## src/rtl/fm_mon_receiver.sv

```systemverilog
// Fast-monitor stream receiver: frames contiguous valid words, buffers them in an eof-tagged FIFO
// and exposes a read-enable drain port plus frame/drop/truncation statistics.
module fm_mon_receiver #(
    parameter int unsigned DEPTH         = 64,
    parameter int unsigned MAX_FRAME_LEN = 16,
    parameter int unsigned CNT_W         = 16
) (
    input  logic                       clk,
    input  logic                       rst,
    input  logic [32:0]                mon_data,
    input  logic                       rd_en,
    output logic [32:0]                rd_data,
    output logic                       rd_valid,
    output logic                       empty,
    output logic                       full,
    output logic [$clog2(DEPTH):0]     fill,
    output logic [CNT_W-1:0]           frame_cnt,
    output logic [CNT_W-1:0]           drop_cnt,
    output logic [CNT_W-1:0]           trunc_cnt,
    input  logic                       clear
);

    localparam int unsigned AW = $clog2(DEPTH);
    localparam int unsigned FW = AW + 1;
    localparam int unsigned LW = $clog2(MAX_FRAME_LEN) + 1;
    localparam int unsigned DW = 32;
    localparam int unsigned EW = DW + 1;

    typedef enum logic [1:0] {
        SYNC     = 2'd0,
        IDLE     = 2'd1,
        IN_FRAME = 2'd2,
        DROP     = 2'd3
    } state_t;

    state_t          state;
    state_t          state_nxt;
    logic [DW-1:0]   hold_q;
    logic [LW-1:0]   wcnt_q;
    logic [LW-1:0]   wcnt_nxt;
    logic            load_hold;
    logic            wr_en;
    logic            wr_eof;
    logic            inc_frame;
    logic            inc_trunc;
    logic            inc_drop;
    logic            word_valid;
    logic            has_space;

    logic [EW-1:0]   mem [DEPTH];
    logic [AW-1:0]   wr_ptr;
    logic [AW-1:0]   rd_ptr;
    logic            rd_fire;
    logic [FW-1:0]   fill_nxt;

    assign word_valid = mon_data[32];
    // No FIFO write is ever pending while in IDLE, so current occupancy is the admission basis.
    assign has_space  = (FW'(DEPTH) - fill) >= FW'(MAX_FRAME_LEN);
    assign rd_fire    = rd_en && !empty;

    always_ff @(posedge clk or posedge rst) begin
        if (rst) begin
            state  <= SYNC;
            hold_q <= '0;
            wcnt_q <= '0;
        end else begin
            state  <= state_nxt;
            wcnt_q <= wcnt_nxt;
            if (load_hold) begin
                hold_q <= mon_data[DW-1:0];
            end
        end
    end

    // Frame FSM: the held word is written one edge late, once its eof status is known.
    always_comb begin
        state_nxt = state;
        wcnt_nxt  = wcnt_q;
        load_hold = 1'b0;
        wr_en     = 1'b0;
        wr_eof    = 1'b0;
        inc_frame = 1'b0;
        inc_trunc = 1'b0;
        inc_drop  = 1'b0;
        case (state)
            SYNC: begin
                if (!word_valid) begin
                    state_nxt = IDLE;
                end
            end
            IDLE: begin
                if (word_valid) begin
                    if (has_space) begin
                        load_hold = 1'b1;
                        wcnt_nxt  = LW'(1);
                        state_nxt = IN_FRAME;
                    end else begin
                        inc_drop  = 1'b1;
                        state_nxt = DROP;
                    end
                end
            end
            IN_FRAME: begin
                if (!word_valid) begin
                    wr_en     = 1'b1;
                    wr_eof    = 1'b1;
                    inc_frame = 1'b1;
                    state_nxt = IDLE;
                end else if (wcnt_q < LW'(MAX_FRAME_LEN)) begin
                    wr_en     = 1'b1;
                    load_hold = 1'b1;
                    wcnt_nxt  = wcnt_q + LW'(1);
                end else begin
                    wr_en     = 1'b1;
                    wr_eof    = 1'b1;
                    inc_frame = 1'b1;
                    inc_trunc = 1'b1;
                    state_nxt = DROP;
                end
            end
            DROP: begin
                if (!word_valid) begin
                    state_nxt = IDLE;
                end
            end
            default: begin
                state_nxt = SYNC;
            end
        endcase
    end

    // Storage array carries no reset; validity is defined by the pointers.
    always_ff @(posedge clk) begin
        if (wr_en) begin
            mem[wr_ptr] <= {wr_eof, hold_q};
        end
    end

    always_comb begin
        fill_nxt = fill + FW'(wr_en) - FW'(rd_fire);
    end

    always_ff @(posedge clk or posedge rst) begin
        if (rst) begin
            wr_ptr   <= '0;
            rd_ptr   <= '0;
            fill     <= '0;
            empty    <= 1'b1;
            full     <= 1'b0;
            rd_data  <= '0;
            rd_valid <= 1'b0;
        end else begin
            fill     <= fill_nxt;
            empty    <= (fill_nxt == '0);
            full     <= (fill_nxt == FW'(DEPTH));
            rd_valid <= rd_fire;
            if (wr_en) begin
                wr_ptr <= wr_ptr + AW'(1);
            end
            if (rd_fire) begin
                rd_ptr  <= rd_ptr + AW'(1);
                rd_data <= mem[rd_ptr];
            end
        end
    end

    // Saturating statistics counter; a coincident clear takes priority over the increment.
    function automatic logic [CNT_W-1:0] cnt_next(input logic [CNT_W-1:0] cur,
                                                  input logic             inc,
                                                  input logic             clr);
        logic [CNT_W-1:0] res;
        res = cur;
        if (clr) begin
            res = '0;
        end else if (inc && (cur != '1)) begin
            res = cur + CNT_W'(1);
        end
        return res;
    endfunction

    always_ff @(posedge clk or posedge rst) begin
        if (rst) begin
            frame_cnt <= '0;
            drop_cnt  <= '0;
            trunc_cnt <= '0;
        end else begin
            frame_cnt <= cnt_next(frame_cnt, inc_frame, clear);
            drop_cnt  <= cnt_next(drop_cnt, inc_drop, clear);
            trunc_cnt <= cnt_next(trunc_cnt, inc_trunc, clear);
        end
    end

    a_no_write_when_full: assert property (@(posedge clk) disable iff (rst) !(wr_en && full));

endmodule

```

## config.mk

```make
export PLATFORM = sky130hd
export DESIGN_NAME = fm_mon_receiver
export DESIGN_NICKNAME = d
export VERILOG_FILES = /design/src/rtl/fm_mon_receiver.sv
export SDC_FILE = /design/constraint.sdc
export NUM_CORES = 2
export LEC_CHECK = 0
export CAP_MARGIN = 0
export CORE_AREA = 2 2 504 506
export CTS_CLUSTER_DIAMETER = 150
export DETAILED_ROUTE_END_ITERATION = 6
export DIE_AREA = 0 0 506 508
export SYNTH_ARGS = -nofsm -noshare
export SYNTH_HDL_FRONTEND = slang
export SYNTH_SLANG_ARGS = --single-unit
```

## constraint.sdc

```tcl
create_clock -name clk -period 4.25 [get_ports clk]
set_clock_uncertainty 0.15 [all_clocks]
set_input_delay 0.6375 -clock clk [delete_from_list [all_inputs] [get_ports clk]]
set_output_delay 0.6375 -clock clk [all_outputs]
set_load 0.005 [all_outputs]
```

==> results.sh <==
export IMPL_outcome="completed"
export IMPL_io_buffers=127
export IMPL_max_stage_delay_ns=0.80
export IMPL_h_tree_depth=4
export IMPL_startpoint_type="flip-flop"
export IMPL_fp_dieW_um=506
export IMPL_ys_warn_count=0
export IMPL_cts_tree="built"
export IMPL_first_global_vias=45078
export IMPL_dp_hpwl_mm=134.9
export IMPL_drt_total_wl_mm=229.4
export IMPL_layout_drive_gt1_share=0.2415
export IMPL_rsz0062_at_grt="false"
export IMPL_clk_pin_slew_worst_paths_ns=0.06
export IMPL_grt_max_degree=86
export IMPL_ys_seq_elements=2254
export IMPL_numCtsBuffers=225
export IMPL_crit_fanout=24
export IMPL_core_sq_um=252300
export IMPL_fp_row_count=185
export IMPL_first_pass_iters=5
export IMPL_slowest_stage="a2111oi_0"
export IMPL_finalHoldViolCount=0
export IMPL_worstPathArrival_ns=4.19
export IMPL_area_delta_synth_final_pct=16.77
export IMPL_yosys_most_used_dff="edfxtp_1"
export IMPL_fin_crit_ns=3.575
export IMPL_postCtsSetupBuffers=0
export IMPL_synth_top_area_frac=0.7236
export IMPL_ant_nets=0
export IMPL_critPathBufInv=3
export IMPL_root_buffer="clkbuf_16"
export IMPL_register_area_sq_um=67040
export IMPL_multiInputGateArea_sq_um=19760
export IMPL_fin_setup_tns_ns=0
export IMPL_syn_inst=4325
export IMPL_synth_area_per_cell_sq_um=20.26
export IMPL_wl_per_cell_um=27.79
export IMPL_slew_headroom=0.1831
export IMPL_final_common_cell="edfxtp_1"
export IMPL_syn_nets=4382
export IMPL_cap_viol_max_count=0
export IMPL_mostFrequentLayoutCells="edfxtp_1, mux2i_1, mux4_2, clkbuf_16, buf_4"
export IMPL_clock_sinks=2254
export IMPL_synth_area_leaders="edfxtp_1, mux4_2, mux2i_1"
export IMPL_crit_path_end_kind="flip-flop"
export IMPL_synth_seq_area_share=0.7642
export IMPL_grt_pass1_wl_mm=329.4
export IMPL_io_pins=128
export IMPL_worst_pin_slew_ns=1.225
export IMPL_gp_congestion=0.7907
export IMPL_finalCritPeriodShare=0.8412
export IMPL_yosysTopAreaCell="edfxtp_1"
export IMPL_vdd_drop_max_v=0.0006114
export IMPL_leakagePower_nw=32.99
export IMPL_layout_nets=4742
export IMPL_crit_family="compound AO/OA/AOI/OAI gates"
export IMPL_cts_hold_fix_buffers=0
export IMPL_p_total_mw=69.48
export IMPL_synth_edf_count=2112
export IMPL_cts_resized=0
export IMPL_min_path_type="input pin to asynchronous set/reset pin"
export IMPL_post_route_drc_count=0
export IMPL_cp_required_ns=4.86
export IMPL_fmax_mhz=279.7
export IMPL_grtUsageTotal=0.1767
export IMPL_grt_antenna_before_repair=13
export IMPL_p_per_area_nw_per_um2=678.9
export IMPL_die_h_um=508
export IMPL_path_class="flip-flop to flip-flop"
export IMPL_grt_ovfl_total=0
export IMPL_die_area_sq_um=257000
export IMPL_start_util=0.3474
export IMPL_drt_iter0_markers=4733
export IMPL_nFillCells=22349
export IMPL_finalMaxSlewViolations=0
export IMPL_clk_insertion_delay_late_ns=0.88
export IMPL_synthArstFlopShare=0.06300
export IMPL_placed_area_sq_um=94590
export IMPL_cts_path_max_buffers=3
export IMPL_setup_viol=0
export IMPL_fin_area_sq_um=102300
export IMPL_synth_distinct_cells=64
export IMPL_path_cells="buf_12 -> buf_12 -> buf_4 -> mux2i_1 -> nor2_1 -> a2111oi_0 -> a2111oi_0 -> a211o_1"
export IMPL_syn_cell_area_sq_um=87640
export IMPL_via_count=44346
export IMPL_vias_per_cell=5.372
==> power by group <==
part	leakage (nW)	total (mW)	internal [mW]	switching [mW]
Clock	3.78	20.5	12.0	8.56
Sequential	20.8	30.0	28.0	2.01
Combinational	8.45	19.0	7.64	11.3
==> registers in the layout, summed over array words and instances (netlist names) <==
name / flops
mem: 2112
drop_cnt: 16
wr_ptr: 6
frame_cnt: 16
empty: 1
full: 1
rd_data: 33
fill: 7
wcnt_q: 5
hold_q: 32
rd_ptr: 6
trunc_cnt: 16
rd_valid: 1
state: 2
==> metal layers <==
layer  part of all wire  global-route usage  up-vias
met5            0.00012                   0        -
met4              0.025             0.04813        4
met3              0.074             0.03418      313
li1                   -                   -    18561
met2               0.48              0.2859     1634
met1               0.42              0.2440    23834
==> worst reg2reg max path, cell delays in order, from the launching register on <==
cell	delay, ns
dfrtp_4	0.74
buf_12	0.30
buf_12	0.24
buf_4	0.41
mux2i_1	0.32
nor2_1	0.12
a2111oi_0	0.80
a2111oi_0	0.16
a211o_1	0.26
==> cell type report <==
type | instances | area share
Sequential cell | 2254 | 0.6550
Multi-Input combinational cell | 1804 | 0.1931
Clock buffer | 279 | 0.05828
Tap cell | 3366 | 0.04115
Timing Repair Buffer | 374 | 0.03404
Clock inverter | 150 | 0.01741
Inverter | 26 | 0.0009903
Antenna cell | 2 | 0.00004890
==> per-stage QoR <==
step	utilization	cells	hold slack, ns	setup slack (ns)
3_3_place_gp	0.3749	7824	0.3402	0.4485
4_1_cts	0.4056	8253	0.04649	0.6925
6_report	0.4056	8255	0.04871	0.6747
5_1_grt	0.4056	8254	0.08220	0.5386
2_1_floorplan	-	4325	0.3230	0.6441
3_5_place_dp	0.3749	7824	0.3366	0.6092
==> cell usage after synthesis (8+ instances only) <==
master and number:
a21oi_1 79, nor2_1 164, nor3_1 25, nand2b_1 17, nand2_1 72, a22oi_1 80, a2111oi_2 8, o22ai_1 63
xnor2_1 25, inv_1 25, buf_1 14, nor4_1 16, a221o_1 12, dfrtp_1 141, nand3_1 56, buf_2 67
a211oi_1 14, a2111oi_0 26, clkbuf_1 95, and2_1 10, edfxtp_1 2112, or3_1 9, nand4_1 23, ha_1 19
o21ai_0 54, a211o_1 12, mux2_2 80, buf_4 40, o21ai_1 18, buf_6 21, mux2i_1 386, o211ai_1 27
xor2_1 26, mux4_2 381, a221oi_1 25, nor2b_1 21
==> path summary, 6_finish.rpt <==
check                                       start                       end  slack, ns  cells past startpoint
max in group asynchronous                     rst     rd_ptr[4]$_DFFE_PP0P_       3.23                      3
min reg2reg                rd_data[5]$_DFFE_PP0P_    rd_data[5]$_DFFE_PP0P_       0.35                      2
min                                           rst  frame_cnt[2]$_DFFE_PP0P_       0.05                      3
max                         rd_ptr[1]$_DFFE_PP0P_   rd_data[17]$_DFFE_PP0P_       0.67                      8
min in group clk                     mon_data[17]    hold_q[17]$_DFFE_PP0P_       0.22                      2
max reg2reg                 rd_ptr[1]$_DFFE_PP0P_   rd_data[17]$_DFFE_PP0P_       0.67                      8
==> logic make-up (layout without fill, tap and decap cells) <==
kind of cell / count (synthesis) / after routing / share of synthesized area
AOI/OAI and AO/OA: 444 / 444 / 0.03491
buffers and inverters: 267 / 829 / 0.01647
xor gates and xnor gates: 51 / 51 / 0.005097
other: 0 / 2 / 0
DFF: 2254 / 2254 / 0.7642
adders and majority gates: 20 / 20 / 0.002941
and+or+nand+nor: 442 / 442 / 0.02413
muxes: 847 / 847 / 0.1523
(Power assumes the default switching activity.)
